File: src/rtl/carfield_region_filter.sv
// Runtime-programmable base/size/enable region table with a one-stage decode pipeline and miss log.
// Optional sticky table lock enabled by defining CARFIELD_REGION_FILTER_LOCK_EN.
module carfield_region_filter #(
   parameter int unsigned NumRegions = 8,
   parameter int unsigned AddrWidth  = 64,
   parameter logic [NumRegions-1:0][AddrWidth-1:0] RstBase = '0,
   parameter logic [NumRegions-1:0][AddrWidth-1:0] RstSize = '0,
   parameter logic [NumRegions-1:0]                RstEn   = '0,
   parameter int unsigned CntWidth   = 16,
   parameter int unsigned IdxW       = (NumRegions > 1) ? $clog2(NumRegions) : 1
) (
   input  logic                 clk_i,
   input  logic                 rst_ni,
   input  logic                 req_valid_i,
   output logic                 req_ready_o,
   input  logic [AddrWidth-1:0] req_addr_i,
   output logic                 out_valid_o,
   input  logic                 out_ready_i,
   output logic [AddrWidth-1:0] out_addr_o,
   output logic                 out_hit_o,
   output logic [IdxW-1:0]      out_idx_o,
   input  logic                 cfg_we_i,
   input  logic [IdxW-1:0]      cfg_idx_i,
   input  logic [AddrWidth-1:0] cfg_base_i,
   input  logic [AddrWidth-1:0] cfg_size_i,
   input  logic                 cfg_en_i,
   output logic                 cfg_err_o,
   input  logic                 lock_i,
   output logic                 locked_o,
   input  logic                 err_clr_i,
   output logic [CntWidth-1:0]  err_cnt_o,
   output logic [AddrWidth-1:0] err_addr_o
);

   logic [NumRegions-1:0][AddrWidth-1:0] base_q;
   logic [NumRegions-1:0][AddrWidth-1:0] size_q;
   logic [NumRegions-1:0]                en_q;

   logic                 locked;
   logic                 accept;
   logic                 cfg_idx_ok;
   logic                 cfg_reject;
   logic                 cfg_commit;
   logic                 dec_hit;
   logic [IdxW-1:0]      dec_idx;
   logic [CntWidth-1:0]  cnt_base;

   assign req_ready_o = !out_valid_o || out_ready_i;
   assign accept      = req_valid_i && req_ready_o;

   assign cfg_idx_ok  = 32'(cfg_idx_i) < NumRegions;
   assign cfg_reject  = cfg_we_i && (!cfg_idx_ok || locked);
   assign cfg_commit  = cfg_we_i && !cfg_reject;

`ifdef CARFIELD_REGION_FILTER_LOCK_EN
   logic locked_q;

   always_ff @(posedge clk_i or negedge rst_ni) begin
      if (!rst_ni) begin
         locked_q <= 1'b0;
      end else if (lock_i) begin
         locked_q <= 1'b1;
      end
   end

   assign locked = locked_q;
`else
   logic unused_lock;

   assign unused_lock = lock_i;
   assign locked      = 1'b0;
`endif

   assign locked_o = locked;

   // Walk from the top index down so the lowest matching index is the last to assign.
   // The offset compare is AddrWidth wide, so regions ending at the top of the space work.
   always_comb begin
      dec_hit = 1'b0;
      dec_idx = '0;
      for (int i = int'(NumRegions) - 1; i >= 0; i--) begin
         if (en_q[i] && (size_q[i] != '0) && (req_addr_i >= base_q[i]) &&
             ((req_addr_i - base_q[i]) < size_q[i])) begin
            dec_hit = 1'b1;
            dec_idx = IdxW'(i);
         end
      end
   end

   always_ff @(posedge clk_i or negedge rst_ni) begin
      if (!rst_ni) begin
         base_q <= RstBase;
         size_q <= RstSize;
         en_q   <= RstEn;
      end else if (cfg_commit) begin
         for (int unsigned i = 0; i < NumRegions; i++) begin
            if (cfg_idx_i == IdxW'(i)) begin
               base_q[i] <= cfg_base_i;
               size_q[i] <= cfg_size_i;
               en_q[i]   <= cfg_en_i;
            end
         end
      end
   end

   always_ff @(posedge clk_i or negedge rst_ni) begin
      if (!rst_ni) begin
         out_valid_o <= 1'b0;
         out_addr_o  <= '0;
         out_hit_o   <= 1'b0;
         out_idx_o   <= '0;
         cfg_err_o   <= 1'b0;
      end else begin
         cfg_err_o <= cfg_reject;
         if (req_ready_o) begin
            out_valid_o <= req_valid_i;
            if (accept) begin
               out_addr_o <= req_addr_i;
               out_hit_o  <= dec_hit;
               out_idx_o  <= dec_idx;
            end
         end
      end
   end

   // A clear in the same cycle as a miss behaves as if the log were empty before the miss.
   assign cnt_base = err_clr_i ? '0 : err_cnt_o;

   always_ff @(posedge clk_i or negedge rst_ni) begin
      if (!rst_ni) begin
         err_cnt_o  <= '0;
         err_addr_o <= '0;
      end else if (accept && !dec_hit) begin
         err_cnt_o <= (cnt_base == '1) ? cnt_base : cnt_base + 1'b1;
         if (cnt_base == '0) begin
            err_addr_o <= req_addr_i;
         end
      end else if (err_clr_i) begin
         err_cnt_o  <= '0;
         err_addr_o <= '0;
      end
   end

endmodule
File: config.mk
export PLATFORM = sky130hd
export DESIGN_NAME = carfield_region_filter
export DESIGN_NICKNAME = d
export VERILOG_FILES = /design/src/rtl/carfield_region_filter.sv
export SDC_FILE = /design/constraint.sdc
export NUM_CORES = 2
export LEC_CHECK = 0
export CAP_MARGIN = 20
export CELL_PAD_IN_SITES_DETAIL_PLACEMENT = 0
export CELL_PAD_IN_SITES_GLOBAL_PLACEMENT = 1
export CORE_MARGIN = 2
export CORE_UTILIZATION = 35
export CTS_CLUSTER_DIAMETER = 60
export CTS_CLUSTER_SIZE = 12
export DETAILED_ROUTE_END_ITERATION = 8
export GPL_TIMING_DRIVEN = 0
export PLACE_DENSITY = 0.61
export SETUP_SLACK_MARGIN = 0.4
export SLEW_MARGIN = 10
export SYNTH_ARGS = -nofsm -noshare
export SYNTH_HDL_FRONTEND = slang
export SYNTH_SLANG_ARGS = --single-unit
File: constraint.sdc
create_clock -name clk_i -period 8.03 [get_ports clk_i]
set_clock_uncertainty 0.05 [all_clocks]
set_input_delay 1.606 -clock clk_i [delete_from_list [all_inputs] [get_ports clk_i]]
set_output_delay 1.606 -clock clk_i [all_outputs]
set_load 0.02 [all_outputs]
After elaboration in Yosys (flattened, before gate mapping):

Cells that the tools add are included.

* input port bits: 203
* register bits: 1181
* logic and storage cells: 136
* output and inout bits: 152

* $lt $le $gt $ge: 16
* reductions and logical operators: 50
* multiplexer cells: 22
* eq/ne operators: 9
* add/sub/neg operators: 9

Operators with widths (count)
* $ge 64x64->1: 8
* $lt 64x64->1: 8
* $reduce_bool 64->1: 8
* $sub 64x64->64: 8
* $mux 64: 3
* $mux 16: 3
* $logic_and 1x1->1: 26
* $mux 3: 8
* $reduce_and 2->1: 10
* $add 16x1->16 const B: 1
* $eq 16x16->1 const B: 1
* $logic_not 16->1: 1
* $eq 3x3->1 const B: 4
* $mux 1: 8
* $eq 3x2->1 const B: 2
* $eq 3x1->1 const B: 1
* $logic_not 3->1: 1
* $logic_not 1->1: 2
* $ne 2x1->1 const B: 1
* $reduce_bool 2->1: 1
* $logic_or 1x1->1: 1

Longest topological paths before layout:

* depth in word-level cells: 16
* depth in mapped cells: 32

Worst setup path after synthesis:

Ideal clock, no wire load.

* path kind: in2reg
* start: in req_addr_i[0]
* end: reg err_cnt_o[9]
* path slack: -0.185 ns
* arrival: 8.045 ns
* setup time: 0.120 ns
* required time: 7.860 ns
* path buffers: 1
* stages: 29
* path through: inv_1 ha_1 inv_1 fa_1 a21oi_1 o21ai_0 a211oi_1 nor3_1 o21ai_1 o41a_1 a211oi_1 a31oi_1 o41ai_1 o21a_1 nor2_1 xnor2_1 ha_1 and3_1 nand3_1 or4_1 or4_1 or4_1 o211ai_2 and2_4 nand3b_4 or3_1 buf_2 o311a_1 a41o_1

* longest elaborated chain between the ends: 14

RTL lines
* from (decl): RTL line 16 `input logic [AddrWidth-1:0] req_addr_i,`
* $sub 64x64->64 / $ge 64x64->1 (equally long branches): RTL line 83, 82
* $lt 64x64->1 / $logic_and 1x1->1 (equally long branches): RTL line 83, 82
* $logic_and 1x1->1: RTL line 82 `if (en_q[i] && (size_q[i] != '0) && (req_addr_i >= base_q[i]) &&`
* $mux 1 (7 in series): RTL line 82
* $mux 1 (*): RTL line 82
* $logic_not 1->1 (*): RTL line 133 `end else if (accept && !dec_hit) begin`
* $logic_and 1x1->1 (*): RTL line 133
* $mux 16 (*): RTL line 133
* to (signal assigned): RTL line 134 `err_cnt_o <= (cnt_base == '1) ? cnt_base : cnt_base + 1'b1;`
* to (decl): RTL line 31 `output logic [CntWidth-1:0] err_cnt_o,`

Mark *: on every way between the ends. The rest lies on a longest branch, timed or not.
A chain may end at the register's enable or synchronous reset.

Worst setup path after layout:

* start: in req_addr_i[0]
* end: reg err_addr_o[33]

* longest elaborated chain between the ends: 15

RTL lines
* $sub 64x64->64 / $ge 64x64->1 (equally long branches): RTL line 83, 82
* $lt 64x64->1 / $logic_and 1x1->1 (equally long branches): RTL line 83, 82
* $logic_and 1x1->1: RTL line 82
* $mux 1 (7 in series): RTL line 82
* $mux 1 (*): RTL line 82
* $logic_not 1->1 (*): RTL line 133
* $logic_and 1x1->1 (*): RTL line 133
* $ne 2x1->1 (no source line) / $reduce_bool 2->1 (equally long branches)
* $reduce_and 2->1 (no source line)
* to (signal assigned): RTL line 136 `err_addr_o <= req_addr_i;`
* to (decl): RTL line 32 `output logic [AddrWidth-1:0] err_addr_o`

Marks and branches as above.

==> results.py <==
metrics = {
    "finish": {
        "fin_area_um2": 105000,
        "final_util": 0.426,
        "area_growth_pct": 21.5,
        "nNetsFinal": 11700,
        "stdcell_count": 13800,
        "final_layout_size_suffix_gt1_frac": 0.139,
        "fill_cells": 24300,
    },
    "global_routing": {
        "grt_start_max_net_pins": 152,
        "grt_use_total": 0.322,
        "antenna_found_initial": 90,
        "grt_pass1_wl_mm": 576,
        "grt_pass1_vias": 76700,
        "grt-ovfl-total": 0,
    },
    "yosys": {
        "synth_cells": 9741,
        "synth.ff_latch_count": 1181,
        "synth_edf_count": 0,
        "synthAdderAreaFrac": 0.150,
        "synth_xor_xnor_area_share": 0.0489,
        "synth-seq-area-share": 0.343,
        "yosys-mux-area-fraction": 0.0694,
        "synth_area_per_cell_um2": 8.84,
        "synthDistinctLibCells": 89,
        "synth_async_sr_flop_share": 1.00,
        "ys_warn_count": 0,
        "synth_top_area_cell": "dfrtp_1",
        "synth_compound_area_frac": 0.194,
        "ys.flop_type": "dfrtp_1",
        "synth_top_area_frac": 0.343,
        "synth-simple-area-share": 0.128,
        "netlist_top_cells_area": "dfrtp_1, ha_1, mux2_2, inv_1, o21ai_0",
        "synth_top_family_by_area": "compound AO/OA/AOI/OAI gates",
        "synthesis.area_um2": 86100,
    },
    "timing": {
        "setup_violations": 73,
        "period_needed_ps": 8360,
        "setup_ws_ps": -326,
        "slew_viol_final": 0,
        "fin_crit_sh": 1.04,
        "timing_hold_violations_final": 0,
        "clock.fmax_ghz": 0.120,
        "rsz0062_at_grt": "true",
        "timing.hold.ws_ps": 423,
        "max_slew_margin": 0.151,
        "worstMarginPinSlew_ps": 1270,
    },
    "clock_tree": {
        "cts_max_level": 4,
        "numClockSinks": 1181,
        "clock_latency_ps": 870,
        "cts_tree": "built",
        "cts_buffer_depth": 3,
        "clk_pin_slew_ps": 60,
        "clockRootBuffer": "clkbuf_16",
        "cts_buffers": 165,
        "postCtsHoldBufs": 0,
    },
    "power_and_ir_drop": {
        "leakagePower_nw": 48.6,
        "irDropWorstVdd_uv": 233,
        "powerDensity_nw_per_um2": 300,
    },
    "setup_path": {
        "slowest_delay_ps": 600,
        "r2r-start": "base_q[260]",
        "path_delay_family": "compound AO/OA/AOI/OAI gates",
        "cp.buffers_inverters": 11,
        "r2r_cells": 30,
        "crit_required_ps": 8780,
        "critPathLaunchType": "input port",
        "r2r_setup_slack_ps": 340,
        "critPathSlowestCell": "a311oi_4",
        "r2r-end": "err_addr_o[33]",
        "cpMostUsedCell": "buf_12",
        "crit_fanout": 7,
        "arrival_ps": 9100,
        "end_kind": "flop",
        "crit_type": "input port to flop",
    },
    "placed_design": {
        "dp_hpwl_mm": 323,
        "globalplace.congestion": 0.983,
        "dp_cells": 13400,
        "postPlaceCellArea_um2": 95900,
        "pre_cts_ws_ps": -5740,
        "port_buffers": 351,
    },
    "die": {
        "core_um2": 245000,
        "die-area_um2": 250000,
        "die_y_um": 500,
        "num_rows": 182,
        "ios": 355,
        "die_x_um": 500,
        "initial_core_util": 0.351,
    },
    "drt": {
        "drtIter0Drc": 7710,
        "viasPerCell": 5.72,
        "drt-total-wl_mm": 413,
        "firstDrtPassIters": 6,
        "route.detailed.drc": 0,
        "vias": 79100,
        "routedWlPerCell_um": 29.8,
        "ant_nets": 0,
    },
    "min_path": {
        "hold_path_end": "out_addr_o[33]",
        "min_path_type": "flop to flop",
        "min_path_cells": 2,
        "hp-start": "out_addr_o[33]",
    },
    "status": {
        "outcome": "finished, violations left",
        "violations": "negative setup slack",
    },
    "flow_run": {
        "cap_violations": 0,
    },
}
[cells in the mapped netlist, drive strengths merged (57+ instances only)]
master  number
inv       1193
ha        1018
a21o       451
a211oi      61
a31oi       65
a22o        66
xor2       171
nor4       172
nor3        85
and3        57
o21a        94
nand3      143
nand2     1022
dfrtp     1181
nand2b      62
clkbuf     286
a21oi      653
o21bai      91
nor2       320
o21ai      894
xnor2      310
nand4      242
mux2       528
nor2b       65
[tightest hold or removal path, cell delays in order (launching register included)]
cell and delay [ps]:
dfrtp_1 340, nand2_1 50, nand2_1 50
[report_power, final]
group | internal, mW | total, mW | switching (mW)
logic | 6.39 | 15.6 | 9.20
registers | 7.24 | 8.13 | 0.889
clock network | 4.39 | 7.70 | 3.31
total | 18.0 | 31.4 | 13.4
[final cells by class]
class,count,area [um2],area share
buffer,317,1390,0.0133
clock inverter,98,1170,0.0112
inverter,1193,4480,0.0429
timing repair buffer,569,6530,0.0625
tap,3220,4030,0.0385
clock buffer,194,4430,0.0424
sequential,1181,29600,0.283
multi-input combinational,7051,52900,0.506
antenna,21,52.6,0.000502
[routing by layer]
layer | GRT usage | wire, um | up-vias
met1 | 0.432 | 176000 | 39600
met2 | 0.511 | 185000 | 2933
li1 | - | - | 35900
met4 | 0.153 | 23100 | 8
met5 | 0 | 46 | -
met3 | 0.0446 | 28700 | 671
[through the flow]
stage / power, mW / TNS (ps)
4_1_cts: 31.0 / -30800
3_3_place_gp: 22.5 / -
3_5_place_dp: 22.7 / -454200
6_report: 31.4 / -14590
2_1_floorplan: 17.6 / 0
5_1_grt: 33.4 / -18190
[repair_timing]
| action | CTS | global route |
|---|---|---|
| gates cloned | 3 | 1 |
| endpoints found under the setup margin | 84 | 84 |
| pin swaps | 64 | 118 |
| resized for setup | 349 | 292 |
| buffers inserted | 40 | 37 |
[state kept, by name, summed over array words and instances, names as in the netlist]
signal       cells
base_q         512
en_q             8
err_addr_o      64
err_cnt_o       16
out_addr_o      64
out_hit_o        1
out_idx_o        3
out_valid_o      1
size_q         512
[kinds of logic (layout without fill, tap and decap cells)]
kind of cell             after synthesis  count (layout)
other                                  1              23
AO/OA/AOI/OAI                       2697            2697
buffers and inverters               1510            2371
flip-flops                          1181            1181
multiplexers                         531             531
AND/OR/NAND/NOR                     2314            2314
adder cells (fa/ha/maj)             1026            1026
XOR/XNOR                             481             481
[worst max path at each step]
stage | startpoint | to | cells past startpoint
2_1_floorplan | req_addr_i[0] | err_cnt_o[9] | 29
3_3_place_gp | rst_ni | base_q[428] | 1
3_5_place_dp | req_addr_i[30] | err_addr_o[32] | 31
4_1_cts | req_addr_i[0] | err_addr_o[33] | 36
5_1_grt | req_addr_i[0] | err_addr_o[33] | 38
6_report | req_addr_i[0] | err_addr_o[33] | 35
[cell usage in the layout, fill, tap and decap left out, types with 91 or more instances in the layout]
cell type | synthesis | routed
clkbuf_1 | 286 | 267
nor2_1 | 320 | 305
clkbuf_16 | 0 | 167
clkdlybuf4s50_1 | 0 | 278
ha_1 | 1018 | 987
nand3_1 | 143 | 137
a21o_1 | 451 | 451
nand2_1 | 1022 | 1014
o21a_1 | 94 | 91
buf_4 | 2 | 92
mux2_2 | 528 | 528
nand4_1 | 242 | 242
dfrtp_1 | 1181 | 1181
inv_1 | 1193 | 1190
a21oi_1 | 652 | 615
xnor2_1 | 310 | 307
o21ai_0 | 890 | 840
nor4_1 | 172 | 143
xor2_1 | 171 | 170
(Power assumes the default switching activity.)
